==> config.mk <==
export PLATFORM = sky130hd
export DESIGN_NAME = turn_arbiter
export DESIGN_NICKNAME = d
export VERILOG_FILES = /design/src/rtl/ttt_pkg.sv /design/src/rtl/frame_tick_gen.sv /design/src/rtl/turn_arbiter.sv
export SDC_FILE = /design/constraint.sdc
export NUM_CORES = 1
export LEC_CHECK = 0
export CORE_ASPECT_RATIO = 1.25
export CORE_MARGIN = 2
export CORE_UTILIZATION = 35
export CTS_CLUSTER_SIZE = 30
export DETAILED_ROUTE_END_ITERATION = 6
export SYNTH_ARGS = -nofsm -noshare
export SYNTH_HDL_FRONTEND = slang
export SYNTH_HIERARCHICAL = 1
export SYNTH_SLANG_ARGS = --single-unit
==> constraint.sdc <==
create_clock -name clk -period 3 [get_ports clk]
set_input_delay 0.45 -clock clk [delete_from_list [all_inputs] [get_ports clk]]
set_output_delay 0.45 -clock clk [all_outputs]
set_load 0.05 [all_outputs]
==> src/rtl/ttt_pkg.sv <==
// Shared types, cell/result codes and move-decode helpers for the tic-tac-toe datapath.
package ttt_pkg;

    typedef enum logic [2:0] {
        ST_CLEAR  = 3'd0,
        ST_WAIT   = 3'd1,
        ST_COMMIT = 3'd2,
        ST_CHECK  = 3'd3,
        ST_RESULT = 3'd4
    } arb_state_t;

    localparam logic [1:0] CELL_EMPTY = 2'b00;
    localparam logic [1:0] CELL_P1    = 2'b01;
    localparam logic [1:0] CELL_P2    = 2'b10;

    localparam logic [1:0] RES_NONE = 2'b00;
    localparam logic [1:0] RES_P1   = 2'b01;
    localparam logic [1:0] RES_P2   = 2'b10;
    localparam logic [1:0] RES_TIE  = 2'b11;

    function automatic logic onehot_valid(input logic [8:0] m);
        return (m != 9'd0) && ((m & (m - 9'd1)) == 9'd0);
    endfunction

    function automatic logic [3:0] onehot_to_idx(input logic [8:0] m);
        logic [3:0] idx;
        idx = 4'd0;
        for (int k = 0; k < 9; k++) begin
            if (m[k]) idx = 4'(k);
        end
        return idx;
    endfunction

endpackage

==> src/rtl/frame_tick_gen.sv <==
// Purpose: free-running one-cycle frame tick every CLK_HZ/FPS clocks.
// Latency: first tick CLK_HZ/FPS cycles after reset release.
// Backpressure: none; the tick is never stalled.
module frame_tick_gen #(
    parameter int CLK_HZ = 10_000_000,
    parameter int FPS    = 60
) (
    input  logic clk,
    input  logic rst,
    output logic tick
);
    localparam int PERIOD = (CLK_HZ / FPS > 0) ? CLK_HZ / FPS : 1;
    localparam int CW     = (PERIOD > 1) ? $clog2(PERIOD) : 1;

    logic [CW-1:0] cnt;

    always_ff @(posedge clk) begin
        if (rst) begin
            cnt  <= '0;
            tick <= 1'b0;
        end else if (cnt == CW'(PERIOD - 1)) begin
            cnt  <= '0;
            tick <= 1'b1;
        end else begin
            cnt  <= cnt + CW'(1);
            tick <= 1'b0;
        end
    end

endmodule

==> src/rtl/turn_arbiter.sv <==
// Purpose: turn arbitration, board commit, win-check handshake, result hold / clear / turn timeout.
// Latency: ack + board write 1 cycle after an accepted request, chk_start 1 cycle later.
// Backpressure: requests outside WAIT stay pending (no ack/nack); checker latency unbounded.
module turn_arbiter
    import ttt_pkg::*;
#(
    parameter int CLK_HZ              = 10_000_000,
    parameter int FPS                 = 60,
    parameter int RESULT_HOLD_FRAMES  = 180,
    parameter int TURN_TIMEOUT_FRAMES = 600
) (
    input  logic       clk,
    input  logic       rst,
    input  logic       p1_req,
    input  logic [8:0] p1_move,
    output logic       p1_ack,
    output logic       p1_nack,
    input  logic       p2_req,
    input  logic [8:0] p2_move,
    output logic       p2_ack,
    output logic       p2_nack,
    input  logic [8:0] occ,
    output logic       wr_en,
    output logic [3:0] wr_idx,
    output logic [1:0] wr_val,
    output logic       chk_start,
    input  logic       chk_done,
    input  logic [1:0] chk_result,
    output logic       player,
    output logic [1:0] winner,
    output logic       busy
);
    localparam int  HOLD_W    = (RESULT_HOLD_FRAMES > 1) ? $clog2(RESULT_HOLD_FRAMES + 1) : 1;
    localparam int  HOLD_LAST = (RESULT_HOLD_FRAMES > 0) ? RESULT_HOLD_FRAMES - 1 : 0;
    localparam int  TO_W      = (TURN_TIMEOUT_FRAMES > 1) ? $clog2(TURN_TIMEOUT_FRAMES + 1) : 1;
    localparam int  TO_LAST   = (TURN_TIMEOUT_FRAMES > 0) ? TURN_TIMEOUT_FRAMES - 1 : 0;
    localparam bit  TO_EN     = (TURN_TIMEOUT_FRAMES != 0);

    arb_state_t        state;
    logic [3:0]        clr_idx;
    logic [HOLD_W-1:0] hold_cnt;
    logic [TO_W-1:0]   to_cnt;
    logic              p1_armed, p2_armed;
    logic              tick;

    logic              in_wait, p1_live, p2_live, cur_live, oth_live, cur_ok;
    logic              cur_ack, cur_nack, oth_nack;
    logic [8:0]        cur_move;

    frame_tick_gen #(
        .CLK_HZ (CLK_HZ),
        .FPS    (FPS)
    ) u_tick (
        .clk  (clk),
        .rst  (rst),
        .tick (tick)
    );

    always_comb begin
        in_wait  = (state == ST_WAIT);
        p1_live  = p1_req && p1_armed;
        p2_live  = p2_req && p2_armed;
        cur_live = player ? p2_live : p1_live;
        oth_live = player ? p1_live : p2_live;
        cur_move = player ? p2_move : p1_move;
        cur_ok   = onehot_valid(cur_move) && ((cur_move & occ) == 9'd0);
        cur_ack  = in_wait && cur_live && cur_ok;
        cur_nack = in_wait && cur_live && !cur_ok;
        oth_nack = in_wait && oth_live;
    end

    assign busy = rst || (state != ST_WAIT);

    always_ff @(posedge clk) begin
        if (rst) begin
            state     <= ST_CLEAR;
            clr_idx   <= 4'd0;
            hold_cnt  <= '0;
            to_cnt    <= '0;
            p1_armed  <= 1'b0;
            p2_armed  <= 1'b0;
            p1_ack    <= 1'b0;
            p1_nack   <= 1'b0;
            p2_ack    <= 1'b0;
            p2_nack   <= 1'b0;
            wr_en     <= 1'b0;
            wr_idx    <= 4'd0;
            wr_val    <= CELL_EMPTY;
            chk_start <= 1'b0;
            player    <= 1'b0;
            winner    <= RES_NONE;
        end else begin
            p1_ack    <= cur_ack && !player;
            p2_ack    <= cur_ack && player;
            p1_nack   <= player ? oth_nack : cur_nack;
            p2_nack   <= player ? cur_nack : oth_nack;
            // Every live request in WAIT gets a response, so that is exactly when a port disarms.
            p1_armed  <= (in_wait && p1_live) ? 1'b0 : (p1_armed || !p1_req);
            p2_armed  <= (in_wait && p2_live) ? 1'b0 : (p2_armed || !p2_req);
            wr_en     <= 1'b0;
            chk_start <= 1'b0;

            case (state)
                ST_CLEAR: begin
                    if (clr_idx == 4'd9) begin
                        state  <= ST_WAIT;
                        player <= 1'b0;
                        winner <= RES_NONE;
                        to_cnt <= '0;
                    end else begin
                        wr_en   <= 1'b1;
                        wr_idx  <= clr_idx;
                        wr_val  <= CELL_EMPTY;
                        clr_idx <= clr_idx + 4'd1;
                    end
                end
                ST_WAIT: begin
                    if (cur_ack) begin
                        state  <= ST_COMMIT;
                        wr_en  <= 1'b1;
                        wr_idx <= onehot_to_idx(cur_move);
                        wr_val <= player ? CELL_P2 : CELL_P1;
                    end else if (TO_EN && tick) begin
                        if (to_cnt == TO_W'(TO_LAST)) begin
                            player <= !player;
                            to_cnt <= '0;
                        end else begin
                            to_cnt <= to_cnt + TO_W'(1);
                        end
                    end
                end
                ST_COMMIT: begin
                    chk_start <= 1'b1;
                    state     <= ST_CHECK;
                end
                ST_CHECK: begin
                    if (chk_done) begin
                        if (chk_result == RES_NONE) begin
                            player <= !player;
                            state  <= ST_WAIT;
                            to_cnt <= '0;
                        end else begin
                            winner   <= chk_result;
                            state    <= ST_RESULT;
                            hold_cnt <= '0;
                        end
                    end
                end
                ST_RESULT: begin
                    if (tick) begin
                        if (hold_cnt == HOLD_W'(HOLD_LAST)) begin
                            state    <= ST_CLEAR;
                            clr_idx  <= 4'd0;
                            hold_cnt <= '0;
                        end else begin
                            hold_cnt <= hold_cnt + HOLD_W'(1);
                        end
                    end
                end
                default: begin
                    state   <= ST_CLEAR;
                    clr_idx <= 4'd0;
                end
            endcase
        end
    end

endmodule

==> results_dict.tcl <==
set metrics [dict create \
    status "finished, final reports clean" \
    dieArea_um2 10300 \
    start_util 0.362 \
    end_kind "register" \
    p_leak_nw 1.47 \
    setup_viol 0 \
    dpl-instance-area_um2 3950 \
    nNetsFinal 482 \
    synth_nets 428 \
    period_share 0.939 \
    cts.sinks 61 \
    use_met1 0.201 \
    postCtsSetupRepairBufs 0 \
    cts-root-buf "clkbuf_16" \
    drc 0 \
    grt_overflow_total 0 \
    synth_async_sr_flop_share 0 \
    first_global_vias 2950 \
    row_count 39 \
    cts_buffer_depth 2 \
    power.density_nw_per_um2 525 \
    worst_skew_pair.late_latency_ns 0.32 \
    p_sw_w 0.000539 \
    rsz0062_at_grt "no" \
    power_frac_clock 0.493 \
    vias 3076 \
    synth_top_flop_cell "dfxtp_1" \
    grt_start_max_net_pins 33 \
    cp_slowest_stage_delay_ns 0.63 \
    cts-hold-fix-buffers 0 \
    combPwrFrac 0.124 \
    period_needed_ns 2.82 \
    syn_area_um2 3320 \
    finalSetupTns_ns 0 \
    worst_r2r_endpoint "to_cnt[1]" \
    dr.pass1.iters 6 \
    critPathKind "register to register" \
    fillers 947 \
    reg2reg_slack_ns 0.18 \
    hold_class "register to register" \
    vias_per_cell 5.40 \
    ys_seq_area_frac 0.368 \
    p_seq_frac 0.383 \
    finClkSkew_ns 0.00655 \
    fmax_mhz 355 \
    crit_top_cell "a21oi_1" \
    r2r-start "player" \
    syn_avg_cell_area_um2 8.56 \
    critPathLaunch "player" \
    tightest_slew_ns 0.723 \
    port_buffers 49 \
    ioPinCount 50 \
    final_layout_size_suffix_gt1_frac 0.114 \
    die_w_um 91.1 \
    path_max_fanout 27 \
    crit_end "to_cnt[1]" \
    grt_util_met2 0.285 \
    synth_cell_types 67 \
    use_met3 0.0453 \
    die_h_um 113 \
    place_congestion 0.858 \
    synth_area_leaders "dfxtp_1, nor2_1, a21oi_1, xor2_1, nand2_1" \
    drv_slew 0 \
    ant_nets 0 \
    final_cell_area_um2 4270 \
    post-route-util 0.466 \
    yosysWarningCount 6 \
    numCtsBuffers 9 \
    cts_tree "yes" \
    synth_top_cell_by_area "dfxtp_1" \
    vdd_drop_max_uv 403 \
    netlist_instances 388 \
    synth_edf_count 0 \
    grt_pass1_wl_um 14000 \
    htreeDepth 3 \
    slowest_stage "dfxtp_1" \
    finalHoldViolations 0 \
    yosysMostFrequentCell "dfxtp_1" \
    diodes 0 \
    synth_top_area_frac 0.368 \
    syn_to_final_growth_pct 28.6 \
    globalRouteTotalUtil 0.167 \
    clkTransAtPathRegs_ns 0.05 \
    r2r_cells 8 \
    core_area_um2 9170 \
    critPathArrivalTime_ns 3.07 \
    wirelength_um 8290 \
    max_cap_viol_count 0 \
    p_int_w 0.00170 \
    cts_resized 0 \
    hpwl_um 6010 \
    drt_iter0_markers 138 \
    synth_common_cells "dfxtp_1, nor2_1, a21oi_1" \
    startpoint_type "register" \
    post_drt_wl_per_cell_um 14.5 \
    ys_seq_elements 61 \
    p_sw_frac 0.240 \
    slew_headroom 0.518 \
    antenna_found_initial 0 \
    critPathRequiredTime_ns 3.25 \
    path_cells "or3b_2 -> and2_4 -> nor3_1 -> a21oi_1 -> and4b_1 -> buf_12 -> or4b_1 -> a21oi_1" \
    grt-busiest-layer "met2" \
]
==> per-stage QoR <==
stage	setup WS (ns)	cells	hold WS, ns	total power, W
detailed placement	0.00474	554	0.457	0.00115
CTS	0.205	570	0.465	0.00226
global route	0.0457	570	0.482	0.00234
floorplan	0.282	388	0.436	0.00104
global placement	0.0748	554	0.444	0.00115
finish	0.182	570	0.463	0.00224
==> how the worst min path moves through the flow <==
stage             start  depth (start not counted)        to
6_report       p1_armed                          2  p1_armed
5_1_grt        p2_armed                          2   p2_nack
4_1_cts        p1_armed                          2  p1_armed
3_5_place_dp   p1_armed                          2  p1_armed
3_3_place_gp   p1_armed                          2  p1_armed
2_1_floorplan  p2_armed                          2   p2_nack
==> metal layers <==
metal | wire length, µm | vias up
li1 | - | 1553
met1 | 3750 | 1428
met2 | 3990 | 83
met3 | 399 | 12
met4 | 152 | 0
met5 | 0 | -
==> sequential cells by signal (all words and copies together) (netlist names) <==
signal / count
p2_armed: 1
state: 3
wr_val: 2
player: 1
p2_nack: 1
p2_ack: 1
p1_ack: 1
chk_start: 1
p1_armed: 1
u_tick/cnt: 18
wr_idx: 4
u_tick/tick: 1
to_cnt: 10
hold_cnt: 8
winner: 2
p1_nack: 1
clr_idx: 4
wr_en: 1
==> cells by family after synthesis <==
kind of cell / synth area share
adders and majority gates: 0.0226
xor gates and xnor gates: 0.0528
buffers and inverters: 0.0452
AOI/OAI and AO/OA: 0.192
DFF: 0.368
muxes: 0.0298
and+or+nand+nor: 0.290
==> placed cells by master (no fill, tap or decap), drive strengths merged, types with 3 or more instances in the layout <==
cell            n
o41ai           3
or4             5
xor2           11
buf            12
a22oi           3
o21ai          22
clkbuf         10
a211oi          3
dfxtp          61
or3b            4
nand2          24
clkinv          3
mux2i           5
nand3b          3
nand4b          3
mux2            4
ha              6
o31ai           8
clkdlybuf4s50  48
nand3          16
and3            7
a21oi          32
or2             5
a31oi           3
nor3           13
nor2b           5
xnor2           9
or3             8
o211ai          3
inv             7
nor4            7
nor2           47
or4b            6
nand4           9
==> power groups by stage <==
stage	Clock, W	Combinational [W]	Sequential, W
2_1_floorplan	0	0.000140	0.000901
3_3_place_gp	0	0.000274	0.000875
3_5_place_dp	0	0.000278	0.000876
4_1_cts	0.00113	0.000280	0.000858
5_1_grt	0.00117	0.000305	0.000863
6_report	0.00111	0.000278	0.000859
==> worst max-delay path: cells and delay by family, from the launching register on <==
family          cells  cell delay (ns)
buf+inv             1             0.17
simple gates        5             1.64
compound gates      2             0.30
flops               1             0.63
==> cell type report <==
type                       count  area (µm²)  share of cell area
clock buffer                  10         239              0.0559
clock inverter                 6        86.3              0.0202
inverter                       7        26.3             0.00615
multi-input combinational    303        1950               0.456
sequential                    61        1220               0.286
tap                          123         154              0.0360
timing repair buffer          60         596               0.139
Power figures use the tool's default switching activity.
